--- src/rtl/fetch_inst_queue.sv ---
// Fetch-to-decode instruction queue: DEPTH-entry FIFO with flush.
// Define FETCHQ_BYPASS_EN for a 0-cycle empty-queue bypass path.
module fetch_inst_queue #(
   parameter  int DEPTH = 8,
   localparam int CNT_W = $clog2(DEPTH) + 1
) (
   input  logic             clock,
   input  logic             reset_n,
   input  logic             flush,
   input  logic             in_valid,
   output logic             in_ready,
   input  logic [31:0]      in_inst,
   input  logic [63:0]      in_pc,
   input  logic             in_predicttaken,
   input  logic [31:0]      in_predicttarget,
   output logic             out_valid,
   input  logic             out_ready,
   output logic [31:0]      out_inst,
   output logic [63:0]      out_pc,
   output logic             out_predicttaken,
   output logic [31:0]      out_predicttarget,
   output logic [CNT_W-1:0] count,
   output logic             full,
   output logic             empty
);

   localparam int PTR_W = $clog2(DEPTH);

   typedef struct packed {
      logic [31:0] inst;
      logic [63:0] pc;
      logic        taken;
      logic [31:0] target;
   } entry_t;

   entry_t           mem [DEPTH];
   entry_t           in_e;
   entry_t           out_e;
   logic [PTR_W-1:0] wr_ptr;
   logic [PTR_W-1:0] rd_ptr;
   logic             stored_valid;
   logic             byp;
   logic             enq;
   logic             deq;

   assign in_e = '{
      inst:   in_inst,
      pc:     in_pc,
      taken:  in_predicttaken,
      target: in_predicttarget
   };

   assign full     = (count == CNT_W'(DEPTH));
   assign empty    = (count == '0);
   assign in_ready = !full;

   assign stored_valid = !empty && !flush;

`ifdef FETCHQ_BYPASS_EN
   assign byp = empty && in_valid && !flush;
`else
   assign byp = 1'b0;
`endif

   assign out_valid = stored_valid || byp;

   // A bypassed instruction taken by decode never touches storage.
   assign enq = in_valid && in_ready && !flush && !(byp && out_ready);
   assign deq = stored_valid && out_ready;

   always_comb begin
      out_e = '0;
      if (byp)
         out_e = in_e;
      else if (stored_valid)
         out_e = mem[rd_ptr];
   end

   assign out_inst          = out_e.inst;
   assign out_pc            = out_e.pc;
   assign out_predicttaken  = out_e.taken;
   assign out_predicttarget = out_e.target;

   always_ff @(posedge clock) begin
      if (enq)
         mem[wr_ptr] <= in_e;
   end

   always_ff @(posedge clock or negedge reset_n) begin
      if (!reset_n) begin
         wr_ptr <= '0;
         rd_ptr <= '0;
         count  <= '0;
      end else if (flush) begin
         wr_ptr <= '0;
         rd_ptr <= '0;
         count  <= '0;
      end else begin
         if (enq)
            wr_ptr <= wr_ptr + PTR_W'(1);
         if (deq)
            rd_ptr <= rd_ptr + PTR_W'(1);
         count <= count + CNT_W'(enq) - CNT_W'(deq);
      end
   end

   a_count_range: assert property (
      @(posedge clock) disable iff (!reset_n)
      count <= CNT_W'(DEPTH));

   a_no_enq_full: assert property (
      @(posedge clock) disable iff (!reset_n)
      full |-> !enq);

endmodule
--- config.mk ---
export PLATFORM = sky130hd
export DESIGN_NAME = fetch_inst_queue
export DESIGN_NICKNAME = d
export VERILOG_FILES = /design/src/rtl/fetch_inst_queue.sv
export SDC_FILE = /design/constraint.sdc
export NUM_CORES = 1
export LEC_CHECK = 0
export ABC_CLOCK_PERIOD_IN_PS = 14400
export CAP_MARGIN = 5
export CORE_ASPECT_RATIO = 1.5
export CORE_MARGIN = 5
export CORE_UTILIZATION = 62
export DETAILED_ROUTE_END_ITERATION = 10
export DONT_BUFFER_PORTS = 1
export PLACE_DENSITY_LB_ADDON = 0.05
export SLEW_MARGIN = 15
export SYNTH_ARGS = -nofsm -noshare
export SYNTH_HDL_FRONTEND = slang
export SYNTH_SLANG_ARGS = --single-unit
--- constraint.sdc ---
create_clock -name clock -period 14.4 [get_ports clock]
set_input_delay 0.72 -clock clock [delete_from_list [all_inputs] [get_ports clock]]
set_output_delay 0.72 -clock clock [all_outputs]
set_load 0.02 [all_outputs]
Word-level counts from Yosys, hierarchy flattened
Memory sizes are Yosys's and may differ from the RTL's. Cells that the tools add are included.

Reduce and logical (&&, ||, !) cells: 10. $add $sub $neg: 4. Mux-type cells: 8. Eq/ne operators: 1.

Operator list (number): $mux W129 (1); $mux W3 (4); $add A3 B1 Y3 const B (2); $add A4 B1 Y4 (1); $eq A4 B4 Y1 const B (1); $logic_and A1 B1 Y1 (4); $logic_not A4 Y1 (1); $mux W4 (1); $reduce_bool A2 Y1 (2); $sub A4 B1 Y4 (1); $logic_not A1 Y1 (3); $mux W1 (2).

RAM bits: 1032. Memories kept: 1. Register bits: 10. Logic and storage cells: 27. Input bits: 134. Output and inout port bits: 137.

Memory list: mem (depth 8, bits a word 129, read ports 1, clocked after memory_dff 0, write ports 1, line 36) `entry_t mem [DEPTH];`.

Logic depth before layout (Yosys ltp)
Word-level depth: 7. Mapped depth: 12. Gate-level depth less buffers: 11.

Worst setup path after synthesis
Ideal clock, no wire load.

Kind: register -> register. Start: reg count[2]. End: mem mem[0][0] (netlist name), enable pin. Period minus slack after synthesis: 11155 ps. Cell stages (with the launch flop): 8. Buffers on the path: 1. Required time: 13625 ps. Library setup time: 775 ps. Data arrival time: 10380 ps. Slack: 3245 ps. Cells stage by stage: dfrtp_1 -> inv_1 -> ha_1 -> or3b_1 -> clkbuf_2 -> inv_2 -> or4_1 -> nor3_1.

Longest elaborated chain between the ends: 6.

RTL lines: from (decl) (line 22) `output logic [CNT_W-1:0] count,`; from (signal assigned) (line 103) `count <= count + CNT_W'(enq) - CNT_W'(deq);`; $eq A4 B4 Y1 (line 53) `assign full = (count == CNT_W'(DEPTH));`; $logic_not A1 Y1 (line 55) `assign in_ready = !full;`; net in_ready (line 11) `output logic in_ready,`; $logic_and A1 B1 Y1 (2 in a row) (line 68) `assign enq = in_valid && in_ready && !flush && !(byp && out_ready);`; $mux W1 (line 85) `if (enq)`; $mux W1 (implied by the code) (line 86) `mem[wr_ptr] <= in_e;`; to (decl) (line 36).

The timed path passes the listed nets, and every way through them passes these cells.

Worst setup path after layout
Start: reg rd_ptr[0]. End: out out_inst[2].

Longest elaborated chain between the ends: 2.

RTL lines: from (decl) (line 40) `logic [PTR_W-1:0] rd_ptr;`; from (signal assigned) (line 102) `rd_ptr <= rd_ptr + PTR_W'(1);`; $mem_v2 Z8 W129; $mux W129 (line 75) `else if (stored_valid)`; to (decl) (line 18) `output logic [31:0] out_inst,`.

No other way between the ends.

==> results.txt <==
The library cells used most frequently in the layout, excluding fill and tap cells, are edfxtp_1 (1032), mux4_2 (258), a22o_1 (129), clkbuf_16 (94), clkbuf_1 (23). The class of the worst hold path is in2reg. The post-placement worst setup slack is between 8 and 9 ns.

Final hold analysis gives a worst-case slack of between 0.1 and 0.15 ns. The count of pins over their slew limit is 0. The core area is roughly 63000 um2. The critical path is of the reg2out type. TritonCTS built the clock tree.

The leakage power total is ~13 nW. The via count is 16470. The met2 demand-to-capacity share in global routing is 0.3835. The library cell used most frequently in the layout, excluding fill and tap cells, is edfxtp_1.

In the final routed layout, each cell accounts on average for roughly 31 um. Synthesis produced approximately 1600 cells. The source-to-sink clock delay at the later pin of the worst-skew pair came out at 0.64 ns.

The final period demand of the worst path came out at 6.137 ns. The flip-flop and latch count after synthesis is about 1000. Counting tap cells, the placed design contains a total of between 2000 and 2500 instances. The startpoint identified for the worst hold timing path is flush. The run finished with clean final reports. The arrival time reported for the critical path endpoint came out at ~5.4 ns. roughly 270 I/O pins were placed.

The ratio of cells with drive above 1 in the final layout came out at 0.2527. The netlist area before placement is 39170 um2. The highest ir drop seen on vdd came out at roughly 0.19 mV. The horizontal die dimension came out at 215.2 um.

STA classifies the critical path endpoint as an output pin. The synthesized netlist contains 32 unique library cells. The hold-fix buffer count after cts is 1. Setup violations remaining at the end of the flow were counted as 0. The startpoint identified for the worst register-to-register timing path is count[2]. Overall power consumption after layout is estimated at approximately 7 mW. Wires add up to between 70000 and 80000 um. Counting instances, the worst hold path has a depth of 1.

Clock tree synthesis selected as its root buffer the cell clkbuf_16. The total of buffers placed on input and output ports came out at 0. The total global routing track utilization is 0.2299. The HPWL after detailed placement came out at a little under 40000 um. The number of nets in the synthesized netlist came out at between 1500 and 2000. The number of H-tree levels came out at 3.

The die height came out at between 300 and 400 um. The largest net degree at the start of global routing is 136. After synthesis, the mean cell area works out to ~25 um2.

The post-layout instance area is between 40000 and 50000 um2. The number of antenna violations at the first check in global routing came out at 0. The sum of overflow across all layers after global routing is 0. The first-pass detailed-route iteration total came out at 5.

The synthesis-to-layout area growth is 9.215%. The detailed-route vias per instance came out at about 6.6. The worst setup path is launched from a flop. Setup repair after global routing left no endpoint under its margin. The met1 track demand over resource came out at 0.2987. The ratio of final minimum period to clock period is 0.4262. The final design utilization is 0.6785. The busiest metal layer after global routing is met2. The maximum root-to-sink buffer count is 3. The post-detailed-route count of antenna-violating nets is 0. The post-route worst setup slack is roughly 8.3 ns. Measured against its own limit, the worst slew margin works out to 0.3358. The wire length of the first global-routing pass came out at about 120000 um. The number of global-route vias before repair came out at around 18000. At the end of routability-driven placement, the weighted congestion stood at 0.7254.

The critical path starts at rd_ptr[0]. The sequential element share of the synthesized area is 0.7975. In this run the power density over the cells is around 160 nW/um2. The met3 track utilization from global routing is 0.07470.

The post-placement cell area is roughly 40000 um2. The full die area is slightly below 70000 um2. The reported max-cap violation count came out at 0. The setup fix buffers added after clock tree synthesis is 0.

For the worst flop-to-flop path, the logic depth is 8. The clock-pin slew of the registers on the worst-case setup and hold paths came out at 0.06 ns. The setup TNS came out at 0 ns.

The number of synthesis warnings came out at 0. The antenna diode count is 0. The number of DRC markers after the initial detailed-route iteration came out at 1329. The cell row count is about 110.

The clock net sink count came out at between 1000 and 1500. The count of final hold-check violations is 0. The data required time at the worst endpoint came out at 13.68 ns.

At the pin with the least slew margin, the transition time is 0.9964 ns. The starting utilization of the core area is 0.6212. The post-layout instance count excluding filler cells came out at roughly 2500.

The highest attainable clock frequency is roughly 160 MHz. In this run the worst path has a maximum fanout of 47. The setup clock skew after layout came out at roughly 0.019 ns. The quantity of gates resized following cts is 0. Buffers inserted during clock tree synthesis total 92. The final layout net count is approximately 1800. The post-route DRC violation count is 0.
## layout make-up
class                           count  area, um2
Clock buffer                      117       2439
Clock inverter                     51      341.6
Fill cell                        3867      20280
Inverter                            8      30.03
Multi-Input combinational cell    445       7425
Sequential cell                  1042      31250
Tap cell                          805       1007
Timing Repair Buffer               27      292.8
## metal layers
layer,up-vias,part of all wire
met5,-,0
met1,8962,0.38
met2,482,0.52
li1,6939,-
met3,88,0.087
met4,0,0.019
## synth_stat cells
library cell	instances	share of area
or4_1	1	0.00019
clkbuf_1	11	0.0011
fa_1	1	0.00051
buf_6	16	0.0046
dfrtp_1	10	0.0064
nand2_1	1	0.000096
clkbuf_2	1	0.00013
xnor2_1	1	0.00022
nor3b_4	1	0.00048
nand4b_1	1	0.00022
buf_4	6	0.0011
nand3b_1	1	0.00019
o21ai_0	4	0.00051
inv_1	7	0.00067
ha_1	8	0.0026
nor2b_1	5	0.00080
inv_2	1	0.000096
nor3b_1	2	0.00038
buf_1	3	0.00029
buf_2	52	0.0066
a22o_1	129	0.029
nand3_1	2	0.00026
a21o_1	1	0.00019
nand2b_1	2	0.00032
nor2_1	11	0.0011
mux2_2	3	0.00086
or3_1	3	0.00048
mux4_2	258	0.15
nor3_1	4	0.00051
edfxtp_1	1032	0.79
or3b_1	1	0.00022
a21oi_1	5	0.00064
## state kept, by name, summed over array words and instances, names as in the netlist
register,count
count,4
mem,1032
rd_ptr,3
wr_ptr,3
## worst max-delay path, cell delays in order (launching register included)
cell and delay [ns]:
dfrtp_4 0.86, buf_4 0.67, buf_4 0.85, buf_4 0.68, buf_4 0.65, mux4_2 0.59
a22o_1 0.34
## kinds of logic (layout without fill, tap and decap cells)
family                   Yosys count  in the layout  share of synthesized area
AO/OA/AOI/OAI                    139            139                    0.03018
XOR/XNOR                           1              1                  0.0002236
adder cells (fa/ha/maj)            9              9                   0.003066
buffers and inverters             97            203                    0.01463
flip-flops                      1042           1042                     0.7975
multiplexers                     261            261                     0.1492
AND/OR/NAND/NOR                   35             35                   0.005206
## final timing paths
path	to	slack, ns
max	out_inst[2]	8.26
min	rd_ptr[1]	0.14
max reg2reg	mem[6][86]	10.34
min reg2reg	wr_ptr[0]	0.59
max in group asynchronous	rd_ptr[0]	13.58
min in group asynchronous	count[2]	0.47
## power by group
part           internal, mW  switching, mW
Combinational         0.485          0.654
Clock                  1.25           1.03
Sequential             3.43         0.0598
Note: power is estimated with default switching activity, not from simulation.
